**src/rtl/dso_meas_pkg.sv**
```systemverilog
// Shared types and sizing helpers for the scope measurement blocks.
package dso_meas_pkg;

    localparam int DEF_DATA_W = 8;

    typedef enum logic {
        SEED = 1'b0,
        ACC  = 1'b1
    } meas_state_t;

    function automatic int win_cnt_w(input int win_len);
        return $clog2(win_len);
    endfunction

endpackage

```
**src/rtl/meas_avg4.sv**
```systemverilog
// Four-slot result history with a truncating mean; the output register updates
// one cycle after each accepted result.
module meas_avg4 #(
    parameter int W = 8
) (
    input  logic         clk,
    input  logic         rst_n,
    input  logic         in_valid,
    input  logic         in_load_all,
    input  logic [W-1:0] in_data,
    output logic [W-1:0] avg
);

    logic [W-1:0] slot_reg  [4];
    logic [W-1:0] slot_next [4];
    logic [W+1:0] sum_next;

    always_comb begin
        for (int i = 0; i < 4; i++) begin
            slot_next[i] = slot_reg[i];
        end
        sum_next = '0;
        if (in_valid) begin
            slot_next[0] = in_data;
            // A fresh history is filled entirely so the first mean equals the result.
            for (int i = 1; i < 4; i++) begin
                slot_next[i] = in_load_all ? in_data : slot_reg[i-1];
            end
        end
        for (int i = 0; i < 4; i++) begin
            sum_next = sum_next + (W+2)'(slot_next[i]);
        end
    end

    always_ff @(posedge clk) begin
        if (!rst_n) begin
            for (int i = 0; i < 4; i++) begin
                slot_reg[i] <= '0;
            end
            avg <= '0;
        end else if (in_valid) begin
            for (int i = 0; i < 4; i++) begin
                slot_reg[i] <= slot_next[i];
            end
            avg <= sum_next[W+1:2];
        end
    end

endmodule

```
**src/rtl/adc_peak_meter.sv**
```systemverilog
// Windowed max/min/peak-to-peak meter on the ADC sample stream.
// Optional 4-window averaging of the readouts when ADC_PEAK_AVG_EN is defined.
module adc_peak_meter
    import dso_meas_pkg::*;
#(
    parameter int DATA_W  = DEF_DATA_W,
    parameter int WIN_LEN = 4096
) (
    input  logic              ad_clk,
    input  logic              rst_n,
    input  logic              i_ad_valid,
    input  logic [DATA_W-1:0] i_ad_data,
    input  logic              i_clr,
    output logic [DATA_W-1:0] o_ad_max,
    output logic [DATA_W-1:0] o_ad_min,
    output logic [DATA_W-1:0] o_ad_vpp,
    output logic              o_upd
);

    localparam int CNT_W = win_cnt_w(WIN_LEN);

    meas_state_t       state_reg, state_next;
    logic [CNT_W-1:0]  cnt_reg, cnt_next;
    logic [DATA_W-1:0] run_max_reg, run_max_next;
    logic [DATA_W-1:0] run_min_reg, run_min_next;
    logic [DATA_W-1:0] merged_max, merged_min;
    logic              close;

    // Result registers: index 0 = max, 1 = min, 2 = vpp.
    logic [DATA_W-1:0] res_reg [3];
    logic              res_upd_reg;

    assign merged_max = (i_ad_data > run_max_reg) ? i_ad_data : run_max_reg;
    assign merged_min = (i_ad_data < run_min_reg) ? i_ad_data : run_min_reg;

    always_ff @(posedge ad_clk) begin
        if (!rst_n) begin
            state_reg   <= SEED;
            cnt_reg     <= '0;
            run_max_reg <= '0;
            run_min_reg <= '0;
        end else begin
            state_reg   <= state_next;
            cnt_reg     <= cnt_next;
            run_max_reg <= run_max_next;
            run_min_reg <= run_min_next;
        end
    end

    always_comb begin
        state_next   = state_reg;
        cnt_next     = cnt_reg;
        run_max_next = run_max_reg;
        run_min_next = run_min_reg;
        close        = 1'b0;
        // Restart has priority over any sample in the same cycle.
        if (i_clr) begin
            state_next = SEED;
            cnt_next   = '0;
        end else if (i_ad_valid) begin
            case (state_reg)
                SEED: begin
                    run_max_next = i_ad_data;
                    run_min_next = i_ad_data;
                    cnt_next     = CNT_W'(1);
                    state_next   = ACC;
                end
                ACC: begin
                    run_max_next = merged_max;
                    run_min_next = merged_min;
                    if (cnt_reg == CNT_W'(WIN_LEN - 1)) begin
                        close      = 1'b1;
                        cnt_next   = '0;
                        state_next = SEED;
                    end else begin
                        cnt_next = cnt_reg + CNT_W'(1);
                    end
                end
                default: begin
                    state_next = SEED;
                    cnt_next   = '0;
                end
            endcase
        end
    end

    always_ff @(posedge ad_clk) begin
        if (!rst_n) begin
            for (int i = 0; i < 3; i++) begin
                res_reg[i] <= '0;
            end
            res_upd_reg <= 1'b0;
        end else begin
            res_upd_reg <= close;
            if (close) begin
                res_reg[0] <= merged_max;
                res_reg[1] <= merged_min;
                res_reg[2] <= merged_max - merged_min;
            end
        end
    end

`ifdef ADC_PEAK_AVG_EN
    logic              seed_pending_reg;
    logic              load_all_reg;
    logic              upd_reg;
    logic [DATA_W-1:0] avg_out [3];

    // The first close after reset or restart refills the whole history.
    always_ff @(posedge ad_clk) begin
        if (!rst_n) begin
            seed_pending_reg <= 1'b1;
            load_all_reg     <= 1'b0;
            upd_reg          <= 1'b0;
        end else begin
            upd_reg <= res_upd_reg;
            if (close) begin
                load_all_reg     <= seed_pending_reg;
                seed_pending_reg <= 1'b0;
            end else if (i_clr) begin
                seed_pending_reg <= 1'b1;
            end
        end
    end

    generate
        for (genvar gi = 0; gi < 3; gi++) begin : g_avg
            meas_avg4 #(.W(DATA_W)) u_avg (
                .clk         (ad_clk),
                .rst_n       (rst_n),
                .in_valid    (res_upd_reg),
                .in_load_all (load_all_reg),
                .in_data     (res_reg[gi]),
                .avg         (avg_out[gi])
            );
        end
    endgenerate

    assign o_ad_max = avg_out[0];
    assign o_ad_min = avg_out[1];
    assign o_ad_vpp = avg_out[2];
    assign o_upd    = upd_reg;
`else
    assign o_ad_max = res_reg[0];
    assign o_ad_min = res_reg[1];
    assign o_ad_vpp = res_reg[2];
    assign o_upd    = res_upd_reg;
`endif

endmodule

```
**config.mk**
```make
export PLATFORM = sky130hd
export DESIGN_NAME = adc_peak_meter
export DESIGN_NICKNAME = d
export VERILOG_FILES = /design/src/rtl/dso_meas_pkg.sv /design/src/rtl/meas_avg4.sv /design/src/rtl/adc_peak_meter.sv
export SDC_FILE = /design/constraint.sdc
export NUM_CORES = 1
export LEC_CHECK = 0
export ABC_AREA = 1
export BUFFER_PORTS_ARGS = -buffer_cell sky130_fd_sc_hd__buf_2
export CAP_MARGIN = 20
export CORE_ASPECT_RATIO = 1.75
export CORE_MARGIN = 4
export CORE_UTILIZATION = 34
export DETAILED_ROUTE_END_ITERATION = 8
export SYNTH_ARGS = -nofsm -noshare
export SYNTH_HDL_FRONTEND = slang
export SYNTH_SLANG_ARGS = --single-unit
```
**constraint.sdc**
```tcl
create_clock -name ad_clk -period 7.9 [get_ports ad_clk]
set_clock_uncertainty 0.2 [all_clocks]
set_input_delay 1.58 -clock ad_clk [delete_from_list [all_inputs] [get_ports ad_clk]]
set_output_delay 1.58 -clock ad_clk [all_outputs]
set_load 0.01 [all_outputs]
```
# Yosys cells after proc, flatten, opt, wreduce, memory -nomap -nowiden
# Memory sizes are Yosys's and may differ from the RTL's.
# Cells that the tools add are included.
[totals]
regBits = 30
ram_bits = 24
input_bits = 12
output_inout_bits = 25
n_memories = 1
[op_classes]
addsub = 2
order_cmp = 2
eq_ne = 1
n_mux = 19
n_bitwise = 6
reduce_logical = 2
[memory_table]
columns = ["name", "words", "width", "read_ports", "rd_clocked_by_memory_dff", "wr", "line_no", "rtl"]
rows = [
  ["res_reg", 3, 8, 3, 0, 3, "adc_peak_meter.sv:30", "logic [DATA_W-1:0] res_reg [3];"],
]
[op_table]
columns = ["cell", "count"]
rows = [
  ["$mux W8", 5],
  ["$pmux W8 S2", 2],
  ["$pmux W12 S2", 1],
  ["$add A12 B1 Y12 const B", 1],
  ["$eq A12 B12 Y1 const B", 1],
  ["$mux W12", 1],
  ["$mux W1", 9],
  ["$gt A8 B8 Y1", 1],
  ["$lt A8 B8 Y1", 1],
  ["$sub A8 B8 Y8", 1],
  ["$not A1 Y1", 3],
  ["$or A1 B1 Y1", 3],
  ["$pmux W1 S2", 1],
  ["$reduce_and A2 Y1", 1],
  ["$reduce_or A2 Y1", 1],
]

# Logic depth before layout (Yosys ltp)
# Gate-level depths: netlist of run 1.
[logic_depth]
depth_word = 9
ltp_mapped = 22

# Least setup slack after synthesis of run 1
# Ideal clock, no wire load.
[synth_timing]
path_type = "input to register"
start = "input port i_ad_data[5]"
end = "memory res_reg[0][22] (netlist bit), data pin"
setup_time_ps = 255
arrival_ps = 3776
required_ps = 7445
path_slack_ps = 3669
stages = 16
n_path_buf = 1
path_cell_list = "ha_1 -> a21oi_2 -> nor2_1 -> nor3_4 -> nand2_4 -> buf_6 -> nand2_1 -> o21ai_0 -> ha_1 -> fa_1 -> inv_1 -> nand3_1 -> nand2_1 -> nand3_1 -> a21oi_1 -> nor2_1"
[synth_lines]
columns = ["item", "line_no", "rtl"]
rows = [
  ["start, declared", "adc_peak_meter.sv:12", "input logic [DATA_W-1:0] i_ad_data,"],
  ["end, declared", "adc_peak_meter.sv:30", ""],
]

==> results of run 1 <==
-- layout make-up --
cell class | count | area (um2)
clock buffer | 6 | 128.9
clock inverter | 2 | 37.54
fill | 928 | 5517
inverter | 53 | 198.9
multi-input combinational | 279 | 1618
sequential | 54 | 1321
tap | 120 | 150.1
timing repair buffer | 36 | 180.2
-- worst reg2reg max path, cell delays in order (launching register included) --
cell	delay [ps]
sky130_fd_sc_hd__dfxtp_1	330
sky130_fd_sc_hd__inv_1	70
sky130_fd_sc_hd__ha_1	300
sky130_fd_sc_hd__a21oi_2	140
sky130_fd_sc_hd__nor2_1	70
sky130_fd_sc_hd__nor3_4	300
sky130_fd_sc_hd__nand2_4	210
sky130_fd_sc_hd__nand2_1	100
sky130_fd_sc_hd__o21ai_0	160
sky130_fd_sc_hd__ha_1	270
sky130_fd_sc_hd__fa_1	360
sky130_fd_sc_hd__inv_1	120
sky130_fd_sc_hd__nand3_1	140
sky130_fd_sc_hd__a21boi_1	190
sky130_fd_sc_hd__nand2_1	80
sky130_fd_sc_hd__nand2_1	80
sky130_fd_sc_hd__nor2_1	40
-- report_power, final --
group,internal (mW),switching [mW],total (mW)
logic,0.0616,0.124,0.186
registers,0.303,0.00481,0.308
clock network,0.150,0.0989,0.249
-- Yosys cell counts, drive strengths merged --
library cell / count
buf: 6
a21boi: 3
a221oi: 15
dfxtp: 30
o21a: 4
xor2: 3
ha: 21
edfxtp: 24
clkinv: 2
o21ai: 12
fa: 1
nor2: 47
nand3: 27
and3: 1
nand4: 2
nor4: 1
o21bai: 2
nand2: 98
xnor2: 1
nor3: 9
nor3b: 1
clkbuf: 4
inv: 51
or2: 5
a21o: 1
a21oi: 25
-- cell families after synthesis --
kind of cell	synth area share [%]
AO/OA/AOI/OAI	13.50
XOR/XNOR	1.083
adder cells (fa/ha/maj)	8.743
buffers and inverters	9.129
flip-flops	40.85
AND/OR/NAND/NOR	26.69
-- routing by layer --
metal | part of all wire, % | track usage, %
met2 | 53 | 26.46
met4 | 4.5 | 8.872
met1 | 38 | 14.63
met3 | 4.7 | 2.569
met5 | 0 | 0
-- final timing paths --
check	start	end	slack, ps	cells after the start
max reg2reg	run_min_reg[5]	res_reg[0][20]	4520	16
max	i_ad_data[7]	res_reg[0][20]	3460	16
min reg2reg	cnt_reg[1]	cnt_reg[1]	310	2
min	cnt_reg[1]	cnt_reg[1]	310	2
-- layout by cell type (no fill, tap or decap), types with 5 or more instances in the layout --
master	synthesis	final
sky130_fd_sc_hd__dfxtp_1	30	30
sky130_fd_sc_hd__nand3_1	26	26
sky130_fd_sc_hd__a221oi_1	12	12
sky130_fd_sc_hd__o21ai_0	6	6
sky130_fd_sc_hd__nand2_1	92	92
sky130_fd_sc_hd__ha_1	21	21
sky130_fd_sc_hd__inv_1	47	47
sky130_fd_sc_hd__clkbuf_16	0	5
sky130_fd_sc_hd__edfxtp_1	24	24
sky130_fd_sc_hd__o21ai_2	6	6
sky130_fd_sc_hd__buf_2	2	36
sky130_fd_sc_hd__nor2_1	44	44
sky130_fd_sc_hd__a21oi_1	24	24
sky130_fd_sc_hd__nor3_1	7	7
-- through the flow --
step | setup WS (ps) | instance area (um2) | power (mW) | util [%]
4_1_cts | 3509 | 3635 | 0.7512 | 39.72
6_report | 3458 | 3635 | 0.7425 | 39.72
3_3_place_gp | 3303 | 3468 | 0.4943 | 37.90
2_1_floorplan | 3669 | 3234 | 0.4516 | -
3_5_place_dp | 3194 | 3468 | 0.4983 | 37.90
5_1_grt | 3250 | 3635 | 0.7871 | 39.72
==> qor.log, run 1 <==
[clocking] Resize count post-CTS 0
[layout] post-route insts no fill 550
[clocking] number of buffers created by CTS 5
[global_route] vias in the first global route 2698
[yosys] sequential cell area fraction in the yosys report 40.85%
[setup_path] Worst Setup Path Type in -> reg
[placement] final weighted congestion in routability-driven placement 0.8994
[route] number of DRC violations after detailed-routing iteration 0 128
[global_route] total routing resource utilization after global routing 14.47%
[timing] crit share post-route 56.22%
[setup_path] required time of the critical path 7760 ps
[layout] max reg flops 24
[yosys] number of storage elements in the synthesis netlist 54
[placement] Cells after DPL 542
[global_route] largest net degree at the start of global routing 25
[global_route] initial antenna violation count 0
[timing] setup-violating endpoint count in the final report 0
[yosys] synthesized area 3234 um2
[die] width of the die 81.73 um
[route] total routed wirelength 7.500 mm
[setup_path] Worst path slowest cell sky130_fd_sc_hd__fa_1
[route] post-route antenna net violation count 0
[global_route] wire length of the first global-routing pass 12.38 mm
[yosys] mean post-synth cell area 8.168 um2
[setup_path] launching element type of the critical path primary input
[timing] setup tns final 0 ps
[die] I/O pin count 37
[setup_path] Max FO, Critical Path 16
[yosys] biggest area consumer among synthesized cells sky130_fd_sc_hd__edfxtp_1
[timing] setup repair after global routing missed its margin false
[clocking] H-Tree Level Count 2
[job] max-cap violations 0
[setup_path] most frequent CP cell sky130_fd_sc_hd__nand2_1
[min_path] Worst Hold Class reg -> reg
[timing] max-slew violations 0
[setup_path] endpoint arrival time on the critical path 4300 ps
[setup_path] family with the most delay on the worst path simple AND/OR/NAND/NOR gates
[timing] worst slack on hold paths 305.3 ps
[yosys] number of unique standard cell types used by synthesis 43
[yosys] number of warnings printed during yosys synthesis 0
[placement] number of buffer cells added on primary ports 36
[run_status] outcome complete, no violations
[route] average wire length per cell after detail routing 13.64 um
[yosys] number of cells produced by synthesis 396
[yosys] Synth top area share 22.28%
[clocking] maximum root-to-sink buffer count 2
[clocking] postcts setup bufs 0
[setup_path] number of buffers and inverters on the critical path 2
[clocking] worst-skew pair later-pin latency 290 ps
[yosys] Synth area leaders sky130_fd_sc_hd__edfxtp_1, sky130_fd_sc_hd__dfxtp_1, sky130_fd_sc_hd__nand2_1
[layout] Area growth syn-to-layout 12.38%
[die] Core Region 9151 um2
[global_route] sum of overflow across all layers after global routing 0
[timing] final hold violation count 0
[setup_path] kind of end point of the critical path flip-flop
[layout] ant diodes 0
[power_and_ir_drop] Peak VDD IR 0.1220 mV
[timing] fmax 0.2251 GHz
[route] vias 2705
[timing] Worst Tran Pin Value 949.0 ps
[die] die area 11200 um2
[die] number of rows created at floorplan 46
[clocking] clock root buffer master sky130_fd_sc_hd__clkbuf_16
[clocking] clock-pin slew reported for the worst setup and hold paths after clock tree synthesis 70 ps
[power_and_ir_drop] PwrDens 204.3 nW/um2
[route] number of vias per cell 4.918
[layout] number of nets in the final layout 463
[timing] time the final worst path needs with I/O delays and setup 4442 ps
[power_and_ir_drop] reported leakage power 1.562 nW
[clocking] CTS tree done
[timing] Max-Slew Margin vs Limit 36.58%
[route] Pre-antenna DRT Iters 4
[clocking] Num Clock Sinks 54
[placement] Final HPWL DP 5.871 mm
[die] initial core utilization 35.34%
[setup_path] max incr delay on CP 360 ps
[route] DRC Markers 0
[setup_path] cell-by-cell listing of the critical path buf_2 > ha_1 > nand2_1 > nor2_1 > nor3_4 > nand2_4 > nand2_1 > o21ai_0 > ha_1 > fa_1 > inv_1 > nand3_1 > a21boi_1 > nand2_1 > nand2_1 > nor2_1
[yosys] Synth Net Count 430
[layout] layout cell share with drive strength beyond 1 16.28%
[clocking] number of hold buffers added after cts 0
[die] height of the die 137.0 um
Note: power is estimated with default switching activity, not from simulation.
==> inputs of run 2 (changes only) <==
--- a/config.mk
+++ b/config.mk
@@ -5,7 +5,7 @@
 export SDC_FILE = /design/constraint.sdc
 export NUM_CORES = 1
 export LEC_CHECK = 0
-export ABC_AREA = 1
+export ABC_AREA = 0
 export BUFFER_PORTS_ARGS = -buffer_cell sky130_fd_sc_hd__buf_2
 export CAP_MARGIN = 20
 export CORE_ASPECT_RATIO = 1.75
==> constraint.sdc (replaced) <==
create_clock -name ad_clk -period 4 [get_ports ad_clk]
set_clock_uncertainty 0.2 [all_clocks]
set_input_delay 0.8 -clock ad_clk [delete_from_list [all_inputs] [get_ports ad_clk]]
set_output_delay 0.8 -clock ad_clk [all_outputs]
set_load 0.01 [all_outputs]
==> run 2 against run 1 <==
Sequential power increased by 95%. Area after synthesis decreased by 0.39%. Global-route usage increased by 0.68 points. Register-to-register slack got worse by 4200 ps. Worst hold slack improved by 16 ps. Largest cell class unchanged. Sequential share of layout area decreased by 2.9 points. Highest routed layer unchanged. Die area decreased by 0.36%. Flip-flop and latch count unchanged. Final cell count decreased by 1.1%. Total power increased by 98%. Clock power increased by 110%.
==> qor.log, run 2 <==
[clocking] H-Tree Level Count 2 [unchanged]
[power_and_ir_drop] fraction of power consumed by combinational cells 24.3% [-0.7 points]
[power_and_ir_drop] PwrDens 371.3 nW/um2 [+82%]
[route] DRC Markers 0 [unchanged]
[die] die area 11160 um2 [-0.36%]
[global_route] initial antenna violation count 0 [unchanged]
[timing] setup-violating endpoint count in the final report 0 [unchanged]
[timing] time the final worst path needs with I/O delays and setup 3812 ps
[yosys] mean post-synth cell area 9.025 um2 [+10%]
[setup_path] Worst Setup Path Type in -> reg
[layout] number of nets in the final layout 457 [-1.3%]
[global_route] sum of overflow across all layers after global routing 0 [unchanged]
[route] number of DRC violations after detailed-routing iteration 0 141 [+10%]
[setup_path] launching element type of the critical path primary input
[route] number of vias per cell 5.200 [+5.7%]
[route] vias 2829 [+4.6%]
[timing] setup repair after global routing missed its margin false
[placement] final weighted congestion in routability-driven placement 0.8749 [-2.7%]
[power_and_ir_drop] switch share 27.42% [-3.3 points]
[yosys] biggest area consumer among synthesized cells sky130_fd_sc_hd__edfxtp_1
[clocking] clock-pin slew reported for the worst setup and hold paths after clock tree synthesis 70 ps [about the same]
[yosys] xor/xnor cell area share of the yosys netlist 4.078% [+3.0 points]
[layout] most frequent cells in the layout sky130_fd_sc_hd__nor2_1, sky130_fd_sc_hd__buf_2, sky130_fd_sc_hd__buf_4
[timing] max-slew violations 0 [unchanged]
[yosys] number of storage elements in the synthesis netlist 54 [unchanged]
[setup_path] endpoint arrival time on the critical path 3660 ps [-640 ps]
[run_status] outcome complete, no violations
[yosys] synthesized area 3222 um2 [-0.39%]
[clocking] Num Clock Sinks 54 [unchanged]
[die] height of the die 136.8 um [-0.18%]
[timing] Worst Tran Pin Value 487.3 ps [-461.7 ps]
[yosys] Synth area leaders sky130_fd_sc_hd__edfxtp_1, sky130_fd_sc_hd__dfxtp_1, sky130_fd_sc_hd__ha_1
[global_route] total routing resource utilization after global routing 15.15% [+0.68 points]
[job] max-cap violations 0 [unchanged]
[timing] final hold violation count 0 [unchanged]
[yosys] Post-Synth Adder-Cell Area 8.777% [+0.034 points]
[yosys] most used standard cells in the synthesized netlist sky130_fd_sc_hd__nor2_1, sky130_fd_sc_hd__dfxtp_1, sky130_fd_sc_hd__a21oi_1, sky130_fd_sc_hd__nand2_1, sky130_fd_sc_hd__inv_1
[yosys] fraction of the mapped netlist area in simple logic gates 20.54% [-6.1 points]
[global_route] wire length of the first global-routing pass 13.03 mm [+5.2%]
[clocking] number of hold buffers added after cts 0 [unchanged]
[die] I/O pin count 37 [unchanged]
[yosys] number of cells produced by synthesis 357 [-9.8%]
[timing] Max-Slew Margin vs Limit 67.51% [+31 points]
[yosys] mux cell area share after synthesis 2.913% [+2.9 points]
[setup_path] Max FO, Critical Path 5 [-11]
[die] Core Region 9151 um2 [unchanged]
[placement] worst-case setup slack after placement -153.9 ps [-3348 ps]
[clocking] worst-skew pair later-pin latency 300 ps [about the same]
[layout] Area growth syn-to-layout 22.72%
[die] initial core utilization 35.21% [-0.14 points]
[timing] setup slack of the critical path after layout 187.5 ps [-3271 ps]
[route] average wire length per cell after detail routing 14.46 um [+6.1%]
[die] width of the die 81.59 um [-0.18%]
[min_path] Worst Hold Class reg -> reg
[global_route] vias in the first global route 2865 [+6.2%]
[yosys] largest family of logic cells by synthesized area simple AND/OR/NAND/NOR gates
[power_and_ir_drop] net switching power figure 0.4025 mW [+77%]
[layout] max reg flops 24 [unchanged]
[power_and_ir_drop] Peak VDD IR 0.1957 mV [+60%]
[clocking] CTS tree done
[clocking] maximum root-to-sink buffer count 2 [unchanged]
[die] number of rows created at floorplan 46 [unchanged]
[power_and_ir_drop] clock network fraction of total power 34.9% [+1.4 points]
[route] post-route antenna net violation count 0 [unchanged]
[route] Pre-antenna DRT Iters 4 [unchanged]
[yosys] share of the synthesized area in compound gates (AO/OA/AOI/OAI) 17.71% [+4.2 points]
[layout] layout cell share with drive strength beyond 1 24.06% [+7.8 points]
[placement] number of buffer cells added on primary ports 36 [unchanged]
[global_route] largest net degree at the start of global routing 25 [unchanged]
[clocking] clock root buffer master sky130_fd_sc_hd__clkbuf_16
[yosys] sequential cell area fraction in the yosys report 41.01% [+0.16 points]
[yosys] flip-flop cell with the highest count after synthesis sky130_fd_sc_hd__dfxtp_1
[setup_path] required time of the critical path 3840 ps [-3920 ps]
[layout] number of inserted filler cells in the final layout 902 [-2.8%]
[power_and_ir_drop] fraction of power consumed by sequential logic 40.9% [-0.6 points]
[power_and_ir_drop] Overall Power 1.468 mW [+98%]
[yosys] Synth top area share 22.37% [+0.087 points]
[power_and_ir_drop] reported leakage power 1.614 nW [+3.3%]
[placement] Final HPWL DP 6.242 mm [+6.3%]
[route] total routed wirelength 7.868 mm [+4.9%]
[yosys] Post-synth EDFFs 24 [unchanged]
[layout] most frequent standard cell in the layout excluding fill and tap cells sky130_fd_sc_hd__nor2_1
[power_and_ir_drop] internal power 1.066 mW [+110%]
[yosys] Synth Net Count 391 [-9.1%]
[timing] fmax 0.2623 GHz
[yosys] most frequently used cell type in the post-synthesis netlist sky130_fd_sc_hd__nor2_1
[clocking] postcts setup bufs 0 [unchanged]
[layout] ant diodes 0 [unchanged]
[yosys] number of warnings printed during yosys synthesis 0 [unchanged]
[timing] crit share post-route 95.31%
[yosys] number of unique standard cell types used by synthesis 55 [+28%]
[setup_path] kind of end point of the critical path flip-flop
[clocking] number of buffers created by CTS 5 [unchanged]
[yosys] post-synthesis async set-or-reset flop share 0% [unchanged]
-- run 2: worst max-delay path, cell delays in order --
cell	delay, ps
sky130_fd_sc_hd__buf_2	110
sky130_fd_sc_hd__buf_4	130
sky130_fd_sc_hd__ha_1	310
sky130_fd_sc_hd__nand4_1	190
sky130_fd_sc_hd__nor2b_2	190
sky130_fd_sc_hd__o21a_2	190
sky130_fd_sc_hd__nor2_4	50
sky130_fd_sc_hd__nor2_1	120
sky130_fd_sc_hd__a21oi_2	60
sky130_fd_sc_hd__ha_1	230
sky130_fd_sc_hd__fa_2	390
sky130_fd_sc_hd__o211ai_1	220
sky130_fd_sc_hd__o2111a_1	200
sky130_fd_sc_hd__a31o_2	200
sky130_fd_sc_hd__o221ai_2	120
sky130_fd_sc_hd__mux2i_1	130
-- run 2: per-layer routing --
| layer | routed length, um | share of wire (%) | GRT usage (%) | up-vias |
|---|---|---|---|---|
| li1 | - | - | - | 1391 |
| met1 | 2727 | 35 | 13.89 | 1344 |
| met2 | 4502 | 57 | 29.99 | 67 |
| met3 | 316 | 4.0 | 2.569 | 27 |
| met4 | 321 | 4.1 | 8.226 | 0 |
| met5 | 0 | 0 | 0 | - |
-- run 2: worst paths after layout --
check | depth (start not counted) | from | end | slack, ps
setup / recovery | 16 | i_ad_data[7] | res_reg[0][22] | 190
hold reg to reg | 2 | run_max_reg[5] | run_max_reg[5] | 320
hold / removal | 2 | run_max_reg[5] | run_max_reg[5] | 320
setup reg to reg | 15 | run_max_reg[2] | res_reg[0][22] | 300
-- run 2: per-stage QoR --
stage	std cells	utilization, %	setup TNS [ps]	hold slack (ps)	area [um2]
2_1_floorplan	357	-	0	276.9	3224
3_3_place_gp	536	41.15	-83.20	295.7	3766
3_5_place_dp	536	41.15	-243.4	309.2	3766
4_1_cts	544	43.04	0	329.8	3939
5_1_grt	544	43.20	0	359.2	3954
6_report	544	43.20	0	321.4	3954
-- run 2: cells by family (layout without fill, tap and decap cells) --
| family | Yosys count | count (layout) |
|---|---|---|
| AND/OR/NAND/NOR | 134 | 134 |
| flip-flops | 54 | 54 |
| multiplexers | 9 | 9 |
| adder cells (fa/ha/maj) | 22 | 22 |
| AO/OA/AOI/OAI | 84 | 84 |
| XOR/XNOR | 15 | 15 |
| buffers and inverters | 39 | 106 |
-- run 2: area by class of cell --
cell class / count / area [um2] / area share [%]
clock inverters: 1 / 30.03 / 0.7595
flip-flops and latches: 54 / 1321 / 33.42
multi-input cells: 264 / 1762 / 44.56
repair buffers: 72 / 450.4 / 11.39
well taps: 120 / 150.1 / 3.797
inverters: 26 / 97.59 / 2.468
clock buffers: 7 / 142.6 / 3.608
-- run 2: what timing repair did --
action,4_1_cts,5_1_grt
endpoints found under the setup margin,0,2
endpoints found under the hold margin,0,0
gates resized for setup,0,5
-- run 2: power by group through the flow --
| stage | Clock [mW] | Sequential (mW) | Combinational [mW] |
|---|---|---|---|
| global placement | 0 | 0.612 | 0.342 |
| CTS | 0.524 | 0.600 | 0.353 |
| detailed placement | 0 | 0.612 | 0.351 |
| finish | 0.512 | 0.600 | 0.356 |
| global route | 0.545 | 0.602 | 0.392 |
| floorplan | 0 | 0.615 | 0.218 |
==> inputs of run 3 (changes only) <==
--- a/config.mk
+++ b/config.mk
@@ -5,7 +5,7 @@
 export SDC_FILE = /design/constraint.sdc
 export NUM_CORES = 1
 export LEC_CHECK = 0
-export ABC_AREA = 0
+export ABC_AREA = 1
 export BUFFER_PORTS_ARGS = -buffer_cell sky130_fd_sc_hd__buf_2
 export CAP_MARGIN = 20
 export CORE_ASPECT_RATIO = 1.75
@@ -14,4 +14,5 @@
 export DETAILED_ROUTE_END_ITERATION = 8
 export SYNTH_ARGS = -nofsm -noshare
 export SYNTH_HDL_FRONTEND = slang
+export SYNTH_HIERARCHICAL = 1
 export SYNTH_SLANG_ARGS = --single-unit
==> run 3 against run 2 <==
Clock-buffer cell count down 2. Via count down 4.0%. Critical path depth up 1. Worst hold slack worse by 46 ps. Clock power down 14%. Synthesized cell count up 9.2%. Core utilization down 3.4 points. First-iteration DRC count down 0.71%. Worst setup slack better by 260 ps. Sequential power up 2%. Largest cell class unchanged.
==> qor.log, run 3 <==
[run_status] outcome complete, no violations
[clocking] clock root buffer master sky130_fd_sc_hd__clkbuf_16
[global_route] initial antenna violation count 0 [unchanged]
[placement] number of buffer cells added on primary ports 36 [unchanged]
[yosys] Synth top area share 22.72% [+0.35 points]
[yosys] Synth area leaders sky130_fd_sc_hd__edfxtp_1, sky130_fd_sc_hd__dfxtp_1, sky130_fd_sc_hd__nand2_1
[yosys] flip-flop cell with the highest count after synthesis sky130_fd_sc_hd__dfxtp_1
[route] number of vias per cell 4.954 [-4.7%]
[layout] most frequent standard cell in the layout excluding fill and tap cells sky130_fd_sc_hd__nand2_1
[timing] setup tns final 0 ps [unchanged]
[setup_path] max incr delay on CP 320 ps [-70 ps]
[yosys] synthesized area 3172 um2 [-1.6%]
[yosys] Post-synth EDFFs 24 [unchanged]
[route] post-route antenna net violation count 0 [unchanged]
[setup_path] worst-case reg-to-reg path depth 17 [+2]
[setup_path] Worst path slowest cell sky130_fd_sc_hd__ha_1
[min_path] number of cells traversed by the worst hold path 2 [unchanged]
[timing] final hold violation count 0 [unchanged]
[yosys] number of storage elements in the synthesis netlist 54 [unchanged]
[layout] post-route insts no fill 548 [+0.74%]
[clocking] number of buffers created by CTS 5 [unchanged]
[setup_path] worst reg2reg setup slack 690 ps [+390 ps]
[global_route] fraction of met1 tracks used by global routing 14.37% [+0.48 points]
[yosys] sequential cell area fraction in the yosys report 41.66% [+0.65 points]
[clocking] worst-skew pair later-pin latency 300 ps [about the same]
[global_route] largest net degree at the start of global routing 25 [unchanged]
[power_and_ir_drop] reported leakage power 1.549 nW [-4.0%]
[global_route] met2 track demand over resource 27.68% [-2.3 points]
[setup_path] most frequent CP cell sky130_fd_sc_hd__nand2_1
[timing] Max-Slew Margin vs Limit 34.62% [-33 points]
[timing] time the final worst path needs with I/O delays and setup 3548 ps [-264.3 ps]
[yosys] most frequently used cell type in the post-synthesis netlist sky130_fd_sc_hd__nand2_1
[route] DRC Markers 0 [unchanged]
[global_route] total routing resource utilization after global routing 14.58% [-0.57 points]
[timing] crit share post-route 88.70% [-6.6 points]
[layout] number of nets in the final layout 461 [+0.88%]
[setup_path] Stages on worst setup path 17 [+1]
[setup_path] number of buffers and inverters on the critical path 3 [+1]
[route] Pre-antenna DRT Iters 4 [unchanged]
[die] number of rows created at floorplan 46 [unchanged]
[global_route] sum of overflow across all layers after global routing 0 [unchanged]
[yosys] post-synthesis async set-or-reset flop share 0% [unchanged]
[clocking] postcts setup bufs 0 [unchanged]
[layout] max reg flops 24 [unchanged]
[setup_path] endpoint arrival time on the critical path 3410 ps [-250 ps]
[global_route] layer carrying the most global-route usage met2
[layout] layout cell share with drive strength beyond 1 17.52% [-6.5 points]
[yosys] number of cells produced by synthesis 390 [+9.2%]
[layout] ant diodes 0 [unchanged]
[placement] worst-case setup slack after placement 165.7 ps [+319.5 ps]
[layout] most frequent cells in the layout sky130_fd_sc_hd__nand2_1, sky130_fd_sc_hd__inv_1, sky130_fd_sc_hd__nor2_1
[clocking] number of hold buffers added after cts 0 [unchanged]
[die] die area 11000 um2 [-1.4%]
[yosys] mean post-synth cell area 8.133 um2 [-9.9%]
[clocking] CTS tree done
[timing] Worst Tran Pin Value 978.3 ps [+491.0 ps]
[route] average wire length per cell after detail routing 13.34 um [-7.8%]
[yosys] number of warnings printed during yosys synthesis 6 [+6]
[die] height of the die 135.8 um [-0.73%]
[setup_path] family with the most delay on the worst path simple AND/OR/NAND/NOR gates
[clocking] Num Clock Sinks 54 [unchanged]
[die] initial core utilization 34.88% [-0.33 points]
[yosys] number of unique standard cell types used by synthesis 39 [-29%]
[layout] Area growth syn-to-layout 14.12%
[global_route] wire length of the first global-routing pass 12.43 mm [-4.6%]
[timing] fmax 0.2818 GHz [+7.5%]
[power_and_ir_drop] Peak VDD IR 0.1851 mV [-5.4%]
[global_route] met3 global-route usage 2.730% [+0.16 points]
[clocking] H-Tree Level Count 2 [unchanged]
[setup_path] cell-by-cell listing of the critical path buf_2 > ha_1 > a21oi_2 > nor2_1 > nor3_4 > nand2_4 > nand2_1 > o21a_1 > inv_1 > ha_1 > inv_1 > o21bai_1 > nand2_1 > nand2_1 > nand4_1 > a21oi_1 > nor2_1
[setup_path] Max FO, Critical Path 15 [+10]
[min_path] Worst Hold Class reg -> reg
[placement] Final HPWL DP 5.926 mm [-5.1%]
[timing] setup repair after global routing missed its margin false
[layout] number of inserted filler cells in the final layout 969 [+7.4%]
[route] number of DRC violations after detailed-routing iteration 0 140 [-0.71%]
[clocking] Resize count post-CTS 0 [unchanged]
[route] total routed wirelength 7.311 mm [-7.1%]
[route] vias 2715 [-4.0%]
[timing] max-slew violations 0 [unchanged]
[yosys] biggest area consumer among synthesized cells sky130_fd_sc_hd__edfxtp_1
[setup_path] Worst Setup Path Type in -> reg
[yosys] Synth Net Count 424 [+8.4%]
[setup_path] required time of the critical path 3860 ps [+20 ps]
[clocking] maximum root-to-sink buffer count 2 [unchanged]
[yosys] most used standard cells in the synthesized netlist sky130_fd_sc_hd__nand2_1, sky130_fd_sc_hd__inv_1, sky130_fd_sc_hd__nor2_1, sky130_fd_sc_hd__dfxtp_1, sky130_fd_sc_hd__edfxtp_1
[die] I/O pin count 37 [unchanged]
[placement] final weighted congestion in routability-driven placement 0.9458 [+8.1%]
[placement] Cells after DPL 540 [+0.75%]
[global_route] vias in the first global route 2758 [-3.7%]
[setup_path] kind of end point of the critical path flip-flop
[die] width of the die 81.01 um [-0.70%]
[setup_path] launching element type of the critical path primary input
[timing] setup-violating endpoint count in the final report 0 [unchanged]
[power_and_ir_drop] PwrDens 389.4 nW/um2 [+4.9%]
[job] max-cap violations 0 [unchanged]
[clocking] clock-pin slew reported for the worst setup and hold paths after clock tree synthesis 70 ps [about the same]
[die] Core Region 9094 um2 [-0.63%]
[timing] setup slack of the critical path after layout 451.9 ps [+264.3 ps]
-- run 3: cell types whose count changed in the layout (fill, tap and decap cells not counted), moves of 8 or more --
cell,previous run,this run
sky130_fd_sc_hd__inv_1,26,51
sky130_fd_sc_hd__nand2_1,27,90
sky130_fd_sc_hd__mux2i_1,8,0
sky130_fd_sc_hd__o21ai_0,16,3
sky130_fd_sc_hd__nand3_1,8,22
sky130_fd_sc_hd__buf_4,36,2
sky130_fd_sc_hd__nor2b_1,14,0
sky130_fd_sc_hd__and2_1,9,0
sky130_fd_sc_hd__a221oi_1,0,12
-- run 3: area by class of cell --
class / count / area [um2] / share of cell area (%)
multi-input combinational: 273 / 1598 / 44.14
sequential: 54 / 1321 / 36.50
inverter: 55 / 206.4 / 5.703
timing repair buffer: 38 / 195.2 / 5.392
tap: 120 / 150.1 / 4.148
clock buffer: 5 / 125.1 / 3.457
clock inverter: 3 / 23.77 / 0.6568
-- run 3: cells by family after synthesis --
family	Yosys count	share of synthesized area, %
AND/OR/NAND/NOR	186	26.75
AO/OA/AOI/OAI	63	14.16
buffers and inverters	63	7.968
flip-flops	54	41.66
adder cells (fa/ha/maj)	22	8.915
XOR/XNOR	2	0.5524
-- run 3: worst min-delay path: stages, from the launching register on --
cell and delay (ps):
sky130_fd_sc_hd__dfxtp_1 320, sky130_fd_sc_hd__inv_1 50, sky130_fd_sc_hd__a211oi_1 60
-- run 3: layer usage --
metal	vias to the layer above	share of wire (%)
met3	24	3.5
met1	1259	37
li1	1375	-
met5	-	0
met4	0	4.1
met2	57	55
-- run 3: through the flow --
step	power (mW)	util, %	cell area [um2]	hold slack, ps
global route	1.499	39.80	3620	311.1
detailed placement	0.9810	38.17	3471	266.8
global placement	0.9756	38.17	3471	266.6
CTS	1.421	39.80	3620	280.7
finish	1.410	39.80	3620	275.2
floorplan	0.8845	-	3172	247.0
-- run 3: worst paths after layout --
path,start,end
max reg2reg,run_min_reg[5],res_reg[0][23]
max,i_ad_data[5],res_reg[0][23]
min reg2reg,cnt_reg[9],cnt_reg[9]
min,cnt_reg[9],cnt_reg[9]
-- run 3: report_power, final --
| group | switching, mW | leakage [nW] | internal (mW) | total [mW] |
|---|---|---|---|---|
| Clock | 0.207 | 0.0664 | 0.234 | 0.441 |
| Sequential | 0.00971 | 0.473 | 0.599 | 0.609 |
| Combinational | 0.238 | 1.01 | 0.121 | 0.360 |
